$ cat src/rtl/wb_stage_writeback.sv
// MEM/WB pipeline register with write-back source selection and load formatting.
// Drives the register-file write port, a forwarding tap and a retired-instruction counter.
module wb_stage_writeback #(
    parameter int XLEN      = 32,
    parameter int REG_COUNT = 32,
    parameter int RD_W      = 5
) (
    input  logic                 clk,
    input  logic                 reset,
    input  logic                 stall,
    input  logic                 flush,
    input  logic                 valid_in,
    input  logic                 reg_write_in,
    input  logic [RD_W-1:0]      rd_in,
    input  logic [1:0]           wb_sel_in,
    input  logic [2:0]           funct3_in,
    input  logic [1:0]           byte_off_in,
    input  logic [XLEN-1:0]      alu_result_in,
    input  logic [XLEN-1:0]      pc_plus4_in,
    input  logic [XLEN-1:0]      mem_rdata_in,
    output logic [XLEN-1:0]      Rin,
    output logic                 we,
    output logic [REG_COUNT-1:0] S,
    output logic                 fwd_valid,
    output logic [RD_W-1:0]      fwd_rd,
    output logic [XLEN-1:0]      fwd_data,
    output logic [31:0]          retire_count
);

    logic            valid_reg;
    logic            reg_write_reg;
    logic [RD_W-1:0] rd_reg;
    logic [1:0]      wb_sel_reg;
    logic [2:0]      funct3_reg;
    logic [1:0]      off_reg;
    logic [XLEN-1:0] alu_reg;
    logic [XLEN-1:0] pc4_reg;
    logic [XLEN-1:0] mem_reg;
    logic [31:0]     retire_count_reg;

    always_ff @(posedge clk or negedge reset) begin
        if (!reset) begin
            valid_reg        <= 1'b0;
            reg_write_reg    <= 1'b0;
            rd_reg           <= '0;
            wb_sel_reg       <= '0;
            funct3_reg       <= '0;
            off_reg          <= '0;
            alu_reg          <= '0;
            pc4_reg          <= '0;
            mem_reg          <= '0;
            retire_count_reg <= '0;
        end else begin
            // The occupant retires whenever it leaves the stage, including via flush.
            if (valid_reg && (flush || !stall))
                retire_count_reg <= retire_count_reg + 32'd1;
            if (flush) begin
                valid_reg     <= 1'b0;
                reg_write_reg <= 1'b0;
                rd_reg        <= '0;
                wb_sel_reg    <= '0;
                funct3_reg    <= '0;
                off_reg       <= '0;
                alu_reg       <= '0;
                pc4_reg       <= '0;
                mem_reg       <= '0;
            end else if (!stall) begin
                valid_reg     <= valid_in;
                reg_write_reg <= reg_write_in;
                rd_reg        <= rd_in;
                wb_sel_reg    <= wb_sel_in;
                funct3_reg    <= funct3_in;
                off_reg       <= byte_off_in;
                alu_reg       <= alu_result_in;
                pc4_reg       <= pc_plus4_in;
                mem_reg       <= mem_rdata_in;
            end
        end
    end

    logic [7:0]      load_byte;
    logic [15:0]     load_half;
    logic [XLEN-1:0] load_ext;

    always_comb begin
        load_byte = mem_reg[7:0];
        case (off_reg)
            2'd0: load_byte = mem_reg[7:0];
            2'd1: load_byte = mem_reg[15:8];
            2'd2: load_byte = mem_reg[23:16];
            2'd3: load_byte = mem_reg[31:24];
            default: load_byte = mem_reg[7:0];
        endcase
        load_half = off_reg[1] ? mem_reg[31:16] : mem_reg[15:0];
    end

    always_comb begin
        load_ext = mem_reg;
        case (funct3_reg)
            3'b000: load_ext = {{(XLEN-8){load_byte[7]}}, load_byte};
            3'b100: load_ext = {{(XLEN-8){1'b0}}, load_byte};
            3'b001: load_ext = {{(XLEN-16){load_half[15]}}, load_half};
            3'b101: load_ext = {{(XLEN-16){1'b0}}, load_half};
            default: load_ext = mem_reg;
        endcase
    end

    always_comb begin
        Rin = alu_reg;
        case (wb_sel_reg)
            2'b01: Rin = load_ext;
            2'b10: Rin = pc4_reg;
            default: Rin = alu_reg;
        endcase
    end

    assign we           = valid_reg & reg_write_reg & (rd_reg != '0);
    assign fwd_valid    = we;
    assign fwd_rd       = rd_reg;
    assign fwd_data     = Rin;
    assign retire_count = retire_count_reg;

    generate
        for (genvar gi = 0; gi < REG_COUNT; gi++) begin : g_row_sel
            assign S[gi] = we && (rd_reg == RD_W'(gi));
        end
    endgenerate

endmodule

$ cat config.mk
export PLATFORM = sky130hd
export DESIGN_NAME = wb_stage_writeback
export DESIGN_NICKNAME = d
export VERILOG_FILES = /design/src/rtl/wb_stage_writeback.sv
export SDC_FILE = /design/constraint.sdc
export NUM_CORES = 1
export LEC_CHECK = 0
export CORE_MARGIN = 2
export CORE_UTILIZATION = 42
export CTS_CLUSTER_SIZE = 14
export DETAILED_ROUTE_END_ITERATION = 7
export PLACE_DENSITY = 0.78
export REMOVE_ABC_BUFFERS = 1
export SYNTH_ARGS = -nofsm -noshare
export SYNTH_HDL_FRONTEND = slang
export SYNTH_SLANG_ARGS = --single-unit
export TNS_END_PERCENT = 20
$ cat constraint.sdc
create_clock -name clk -period 2.11 [get_ports clk]
set_clock_uncertainty 0.1 [all_clocks]
set_input_delay 0.422 -clock clk [delete_from_list [all_inputs] [get_ports clk]]
set_output_delay 0.422 -clock clk [all_outputs]
set_load 0.01 [all_outputs]
==> impl_metrics.py <==
metrics = {
    "synth": {
        "synth.most_common_cell": "nor2_1",
        "yosys-top-cells-area": "dfrtp_1, mux2i_1, nor2_1, buf_4, a21oi_1",
        "ys_top_cells_by_count": "nor2_1, dfrtp_1, mux2i_1",
        "synthesis.area_sq_um": 7530,
        "avgSynthCellArea_sq_um": 9.77,
        "yosys.area.top_type": "dfrtp_1",
        "syn_inst": 771,
        "synth_top_area_frac": 0.472,
        "yosysUniqueCellTypes": 42,
        "synth-edff-count": 0,
        "ys_seq_area_frac": 0.472,
        "ys_ff_latch": 142,
        "synth_warnings": 0,
        "ys.flop_type": "dfrtp_1",
        "async_flop_share": 1.00,
    },
    "sta": {
        "finalCritPeriodShare": 1.25,
        "hold_viol": 0,
        "tightest_slew_ns": 0.880,
        "report.final.slew_viol_count": 0,
        "setup_viol": 70,
        "timing.setup.tns_ns": -28.32,
        "slew_headroom": 0.412,
        "fmax_mhz": 378,
        "timing.final.crit_period_ns": 2.65,
        "rsz0062_at_grt": "true",
        "timing.final.ws_setup_ns": -0.537,
        "whs_ns": 0.338,
    },
    "critical_path": {
        "cp.required_ns": 1.59,
        "worstSetupPathType": "register to output port",
        "cp-start-kind": "register",
        "startpoint": "off_reg[1]$_DFFE_PN0N_",
        "path_max_fanout": 5,
        "critPathArrivalTime_ns": 2.12,
        "crit_path_top_delay_cell": "mux4_2",
        "r2r_slack_ns": 0.20,
        "endpoint_kind": "output port",
        "reg2reg_to": "retire_count[30]$_DFFE_PN0P_",
        "slowest_delay_ns": 0.55,
        "worst_r2r_path_depth": 6,
        "rr_startpoint": "retire_count[0]$_DFFE_PN0P_",
        "path_cells": "mux4_2, nand2b_4, or2_4, a31oi_4, a221o_1, buf_2",
        "cp_top_family": "multiplexers",
        "cp_num_buf_inv": 1,
    },
    "placed_design": {
        "globalplace.congestion": 0.841,
        "dpl.hpwl_um": 16300,
        "dpl.cell_count": 1253,
        "place.port_buffers": 247,
    },
    "floorplanning": {
        "dieArea_sq_um": 19000,
        "io_pins": 249,
        "fp.coreArea_sq_um": 17400,
        "rows": 48,
        "die_height_um": 138,
        "die_w_um": 138,
        "initial_core_util": 0.433,
    },
    "detailed_routing": {
        "post_drt_wl_per_cell_um": 18.7,
        "route.detailed.drc": 0,
        "dr.pass1.iters": 6,
        "routed_wl_um": 24100,
        "ant_nets": 0,
        "drtIter0Drc": 343,
        "vias": 6803,
        "via_per_inst": 5.29,
    },
    "power": {
        "power_leakage_nw": 5.43,
        "cellPowerDensity_nw_per_um2": 698,
        "peakVddDrop_v": 0.000588,
    },
    "final_layout": {
        "drive_gt1_frac": 0.304,
        "antenna_cells": 0,
        "syn2layout_area_growth_pct": 54.3,
        "instances_no_fill": 1287,
        "finalNetCount": 1166,
        "post-route-util": 0.668,
    },
    "grt": {
        "grt_pass1_vias": 6915,
        "grtUsageMet1": 0.320,
        "grt_max_degree": 111,
        "grt_use_met3": 0.0804,
        "antenna_found_initial": 1,
        "track_usage": 0.255,
        "top_usage_layer": "met2",
        "grt_overflow_total": 0,
        "use_met2": 0.433,
        "grt_first_pass_wirelength_um": 37000,
    },
    "clock_network": {
        "numCtsBuffers": 17,
        "htreeDepth": 4,
        "root_buffer": "clkbuf_16",
        "clk_latency_ns": 0.42,
        "cts_tree": "yes",
        "clk_pin_slew_ns": 0.06,
        "clock_path_buffers": 2,
        "clock_sinks": 142,
    },
    "outcome": {
        "violations": "setup timing",
        "status": "complete, but fails checks",
    },
    "job": {
        "max_cap_viol_count": 0,
    },
    "min_path": {
        "min_path_type": "input pin to async pin",
    },
}
==> report_power, final <==
group	total (mW)	switching [mW]	internal (mW)
Clock	3.35	1.22	2.13
Sequential	3.06	0.167	2.89
Combinational	1.71	0.831	0.877
Total	8.11	2.22	5.90
==> repair_timing <==
item	in CTS	in global routing
pin swaps	33	18
hold buffers	1	0
gates cloned	0	0
endpoints found under the setup margin	98	99
hold endpoints to repair	26	0
setup buffers	6	1
resized for setup	427	85
==> metrics by stage <==
| stage | worst slack (ns) | total power, mW | cell area (sq um) |
|---|---|---|---|
| floorplan | -0.643 | 3.65 | 7070 |
| global placement | -0.583 | 4.67 | 10600 |
| detailed placement | -0.629 | 4.70 | 10600 |
| CTS | -0.553 | 8.07 | 11400 |
| global route | -0.607 | 8.44 | 11600 |
| finish | -0.537 | 8.11 | 11600 |
==> cell usage in the layout, fill, tap and decap left out, types with 7 or more instances in the layout <==
cell type	n
a21oi_1	31
xnor2_1	21
a22oi_2	7
clkdlybuf4s15_2	8
clkbuf_16	17
xor2_1	10
o22ai_1	9
buf_12	8
nor2_1	147
dfrtp_1	139
buf_2	53
clkinvlp_4	7
buf_4	80
a21oi_2	9
o21ai_2	9
inv_1	12
nand3_1	10
clkbuf_2	12
clkdlybuf4s50_1	146
nand4_1	11
mux2i_1	118
nand2_1	30
buf_6	25
==> cell families after synthesis <==
kind of cell	share of synthesized area
adders and majority gates	0.00498
DFF	0.472
xor gates and xnor gates	0.0360
muxes	0.167
other	0.000498
buffers and inverters	0.0687
AOI/OAI and AO/OA	0.0935
and+or+nand+nor	0.158
==> worst register-to-register path: stages (launching register included) <==
cell and delay, ns:
dfrtp_1 0.44, ha_1 0.21, nand3_1 0.19, nor3_4 0.40, nand3_2 0.20, nor2_1 0.16
xor2_1 0.16
==> metal layers <==
layer	vias up	part of all wire
li1	3202	-
met1	3337	0.41
met2	246	0.49
met3	16	0.087
met4	2	0.0064
met5	-	0.00054
==> worst max-delay path by stage <==
stage / endpoint / slack (ns) / depth (start not counted)
final: fwd_data[8] / -0.54 / 6
after global routing: Rin[12] / -0.61 / 9
after CTS: fwd_data[8] / -0.55 / 6
after detailed placement: Rin[16] / -0.63 / 7
after global placement: Rin[16] / -0.58 / 7
after floorplan: Rin[17] / -0.64 / 5
==> area by class of cell <==
type                    instances  area, sq um
multi-input cells             530         4020
flip-flops and latches        142         3560
inverters                      14         52.6
clock inverters                14          216
repair buffers                344         3060
well taps                     225          282
fillers                      1349         5790
clock buffers                  18          439
Power figures use the tool's default switching activity.
